## src/rtl/reg_wb.sv

```systemverilog
// CPU15 write-back stage: eight general registers plus a per-register
// pending-write scoreboard that tells decode when a source is still in flight.
module reg_wb #(
    parameter int unsigned WIDTH = 16,
    parameter int unsigned CNT_W = 2
) (
    input  logic             CLK_WB,
    input  logic             RESET,
    input  logic             WB_EN,
    input  logic [2:0]       N_REG_WB,
    input  logic [WIDTH-1:0] REG_IN,
    input  logic             LOCK_EN,
    input  logic [2:0]       N_REG_LOCK,
    input  logic [2:0]       N_REG_CHK,
    output logic [WIDTH-1:0] REG_0,
    output logic [WIDTH-1:0] REG_1,
    output logic [WIDTH-1:0] REG_2,
    output logic [WIDTH-1:0] REG_3,
    output logic [WIDTH-1:0] REG_4,
    output logic [WIDTH-1:0] REG_5,
    output logic [WIDTH-1:0] REG_6,
    output logic [WIDTH-1:0] REG_7,
    output logic [7:0]       BUSY,
    output logic             STALL,
    output logic             LOCK_ERR
);

    localparam int unsigned NREG = 8;
    localparam logic [CNT_W-1:0] CNT_MAX = '1;

    logic [WIDTH-1:0] regs_q [NREG];
    logic [CNT_W-1:0] cnt_q  [NREG];
    logic [CNT_W-1:0] cnt_d  [NREG];
    logic [NREG-1:0]  inc, dec;
    logic [NREG-1:0]  busy_q, busy_d;
    logic             lock_err_q, lock_err_d;

    // Scoreboard next state: a lock and a retirement on the same register cancel.
    always_comb begin
        lock_err_d = lock_err_q;
        inc        = '0;
        dec        = '0;
        busy_d     = '0;
        for (int i = 0; i < NREG; i++) begin
            cnt_d[i] = cnt_q[i];
            inc[i]   = LOCK_EN && (N_REG_LOCK == 3'(i));
            dec[i]   = WB_EN && (N_REG_WB == 3'(i)) && (cnt_q[i] != '0);
            if (inc[i] && !dec[i]) begin
                if (cnt_q[i] == CNT_MAX) begin
                    lock_err_d = 1'b1;
                end else begin
                    cnt_d[i] = cnt_q[i] + CNT_W'(1);
                end
            end else if (dec[i] && !inc[i]) begin
                cnt_d[i] = cnt_q[i] - CNT_W'(1);
            end
            busy_d[i] = (cnt_d[i] != '0);
        end
    end

    always_ff @(posedge CLK_WB) begin
        if (RESET) begin
            for (int i = 0; i < NREG; i++) begin
                regs_q[i] <= '0;
                cnt_q[i]  <= '0;
            end
            busy_q     <= '0;
            lock_err_q <= 1'b0;
        end else begin
            if (WB_EN) begin
                regs_q[N_REG_WB] <= REG_IN;
            end
            for (int i = 0; i < NREG; i++) begin
                cnt_q[i] <= cnt_d[i];
            end
            busy_q     <= busy_d;
            lock_err_q <= lock_err_d;
        end
    end

    assign REG_0    = regs_q[0];
    assign REG_1    = regs_q[1];
    assign REG_2    = regs_q[2];
    assign REG_3    = regs_q[3];
    assign REG_4    = regs_q[4];
    assign REG_5    = regs_q[5];
    assign REG_6    = regs_q[6];
    assign REG_7    = regs_q[7];
    assign BUSY     = busy_q;
    assign STALL    = busy_q[N_REG_CHK];
    assign LOCK_ERR = lock_err_q;

endmodule

```

## config.mk

```make
export PLATFORM = sky130hd
export DESIGN_NAME = reg_wb
export DESIGN_NICKNAME = d
export VERILOG_FILES = /design/src/rtl/reg_wb.sv
export SDC_FILE = /design/constraint.sdc
export NUM_CORES = 1
export LEC_CHECK = 0
export ABC_AREA = 0
export BUFFER_PORTS_ARGS = -buffer_cell sky130_fd_sc_hd__buf_2
export CORE_MARGIN = 4
export CORE_UTILIZATION = 40
export DETAILED_ROUTE_END_ITERATION = 10
export GPL_TIMING_DRIVEN = 0
export HOLD_SLACK_MARGIN = 0.12
export PLACE_DENSITY = 0.69
export RECOVER_POWER = 50
export SLEW_MARGIN = 20
export SYNTH_ARGS = -nofsm -noshare
export SYNTH_HDL_FRONTEND = slang
export SYNTH_SLANG_ARGS = --single-unit
export TNS_END_PERCENT = 100
```

## constraint.sdc

```tcl
create_clock -name CLK_WB -period 2.43 [get_ports CLK_WB]
set_input_delay 0.3645 -clock CLK_WB [delete_from_list [all_inputs] [get_ports CLK_WB]]
set_output_delay 0.3645 -clock CLK_WB [all_outputs]
set_load 0.05 [all_outputs]
```

==> reports/metrics.json <==
{
  "worstReg2RegEnd": "LOCK_ERR",
  "post_synth.cell_area_avg_sq_um": 13.73,
  "vdd.ir_drop.worst_uv": 484.5,
  "worst_setup_path_start_kind": "input port",
  "port-buffer-count": 166,
  "clkSlewWorstSetupHoldPaths_ns": 0.07,
  "maximum_frequency_from_static_timing_analysis_mhz": 475.7,
  "r2r-start": "cnt_q[1][2]",
  "design.final.nets": 732,
  "cts_resized": 0,
  "worstPathArrival_ns": 2.18,
  "final_period_minus_worst_setup_slack_ns": 2.102,
  "core_area_sq_um": 16120,
  "drt_iter0_drc": 201,
  "drt.antenna.violating_nets": 0,
  "hold_end": "regs_q[0][15]",
  "max_slew.worst_pin.slew_ns": 0.9753,
  "drt-pass1-iter-count": 5,
  "clock_tree_from_tritoncts": "done",
  "hold_path.class": "in -> reg",
  "clock_path_buffers": 2,
  "drt-total-wl_microns": 16350,
  "setup.reg_to_reg.worst_slack_ns": 0.49,
  "boundaryPins": 167,
  "holdBufCountCts": 0,
  "most_common_cell_after_layout_fill_and_taps_aside": "clkbuf_1",
  "number_of_antenna_repair_diodes": 0,
  "wl_met1_microns": 6706,
  "die_w_microns": 137.1,
  "postSynthNetCount": 546,
  "wl_per_cell_microns": 18.17,
  "starting_utilization_of_the_core_area": 0.4134,
  "cts.sink_count": 153,
  "grt_remaining_overflow": 0,
  "grt_antenna_before_repair": 1,
  "finalSetupViolations": 0,
  "fin_skew_ns": 0.007078,
  "num_vias": 4592,
  "ys_ff_latch": 153,
  "remaining_max_slew_budget_at_the_tightest_pin": 0.3448,
  "synth_enable_flop_cells": 128,
  "met3_wirelength_microns": 1354,
  "worst-setup-path-type": "in -> reg",
  "post_route_cells_drive_above_1_share": 0.1053,
  "first_global_vias": 4468,
  "cap_violations": 0,
  "crit_path_end_kind": "flip-flop",
  "top_fanout_value_on_the_critical_path": 16,
  "netlist-cell-type-count": 38,
  "cts_setup_buffers": 0,
  "place_congestion": 0.8073,
  "maxUsedRoutingLayer": "met5",
  "syn-instance-count": 485,
  "mappedNetlistArea_sq_um": 6661,
  "area_growth_syn_to_layout_pct": 22.39,
  "wire_length_of_the_first_global_routing_pass_microns": 24210,
  "run_status": "finished clean",
  "area_enclosed_by_the_die_boundary_sq_um": 18780,
  "std_cell_rows": 46,
  "cts_made_buffers": 17,
  "dp.final_hpwl_microns": 11980,
  "async_reset_ff_frac": 0,
  "layout.core_utilization": 0.5059,
  "clkLatencyLatePin_ns": 0.42,
  "detail_route.drc_violations": 0,
  "most-common-layout-cells": "155 x clkbuf_1, 128 x edfxtp_1, 77 x and2_1",
  "layout_worst_path_cycle_share": 0.8651,
  "finalSetupTns_ns": 0,
  "cellLeakagePower_nw": 2.832,
  "die_h_microns": 137.1,
  "route.met2.wl_microns": 7963,
  "rsz0062_at_grt": "no",
  "track_usage": 0.1723,
  "count_of_cells_along_the_worst_hold_path": 2,
  "hold_viol": 0,
  "cp_data_required_time_ns": 2.51,
  "power_per_cell_area_nw_per_um2": 794.2,
  "yosys_warnings": 0,
  "postSynth.topFlopCell": "edfxtp_1",
  "pin_count_of_the_biggest_net_entering_global_routing": 17,
  "via_density_per_instance": 5.102,
  "clockRootBuffer": "clkbuf_16",
  "yosysSeqAreaShare": 0.6521,
  "hold_path.startpoint": "REG_IN[15]",
  "cts_htree_levels": 4,
  "startpoint": "N_REG_WB[2]",
  "rr_worst_depth": 5,
  "slew_violations": 0
}
[synth_stat cells, types with 4 or more instances]
library cell / n / area (sq um)
inv_1: 25 / 93.84
a21oi_1: 16 / 80.08
and2_1: 130 / 813.3
or2_2: 5 / 31.28
a41oi_1: 6 / 52.55
nor4_1: 4 / 25.02
edfxtp_1: 128 / 3844
dfxtp_1: 25 / 500.5
nor2_1: 4 / 15.01
ha_1: 32 / 400.4
o22a_1: 13 / 113.9
a2111o_1: 5 / 56.30
nand2b_1: 5 / 31.28
o21ai_0: 7 / 35.03
nor3_1: 6 / 30.03
clkbuf_1: 13 / 48.80
nand3_1: 15 / 75.07
[critical path, cell delays in order]
cell,delay (ns)
clkbuf_1,0.15
nand2b_1,0.19
clkbuf_1,0.23
nor3_1,0.73
or2_2,0.49
[worst max path at each step]
stage | end | cells past startpoint
final | regs_q[2][7] | 5
after global routing | regs_q[6][10] | 4
after CTS | regs_q[6][10] | 4
after detailed placement | regs_q[6][7] | 4
after global placement | regs_q[1][11] | 4
after floorplan | regs_q[1][0] | 3
[routing by layer]
| metal | vias up | global-route usage |
|---|---|---|
| li1 | 2145 | - |
| met1 | 2206 | 0.2123 |
| met2 | 216 | 0.2943 |
| met3 | 23 | 0.04412 |
| met4 | 2 | 0.05876 |
| met5 | - | 0 |
[cells by family after synthesis]
family / synth area share
AND/OR/NAND/NOR: 0.1766
buffers and inverters: 0.02367
flip-flops: 0.6521
AO/OA/AOI/OAI: 0.07908
multiplexers: 0.008452
adder cells (fa/ha/maj): 0.06010
[through the flow]
step	hold WS [ns]	power [mW]	cell area [sq um]	std cells	setup WS, ns
floorplan	0.4877	3.775	6661	485	0.5360
global placement	0.4993	4.036	7762	867	-0.09001
detailed placement	0.5091	4.058	7781	868	-0.09925
CTS	0.3515	6.568	8348	900	0.3418
global route	0.3470	6.695	8153	900	0.1450
finish	0.3579	6.475	8153	900	0.3277
[flip-flops by register name (all words and copies together) (netlist names)]
signal / cells
BUSY: 8
LOCK_ERR: 1
cnt_q: 16
regs_q: 128
[power breakdown]
part | switching, mW | total (mW) | internal (mW)
Clock | 1.08 | 2.52 | 1.43
Combinational | 0.769 | 0.901 | 0.131
Sequential | 0.0608 | 3.06 | 3.00
Total | 1.91 | 6.47 | 4.56
[layout make-up]
class                           count  area, sq um
Buffer                             16        61.31
Clock buffer                       18        429.2
Clock inverter                     14        137.6
Fill cell                        1452         7963
Inverter                           25        93.84
Multi-Input combinational cell    291         2145
Sequential cell                   153         4344
Tap cell                          216        270.3
Timing Repair Buffer              167        671.9
(Power assumes the default switching activity.)
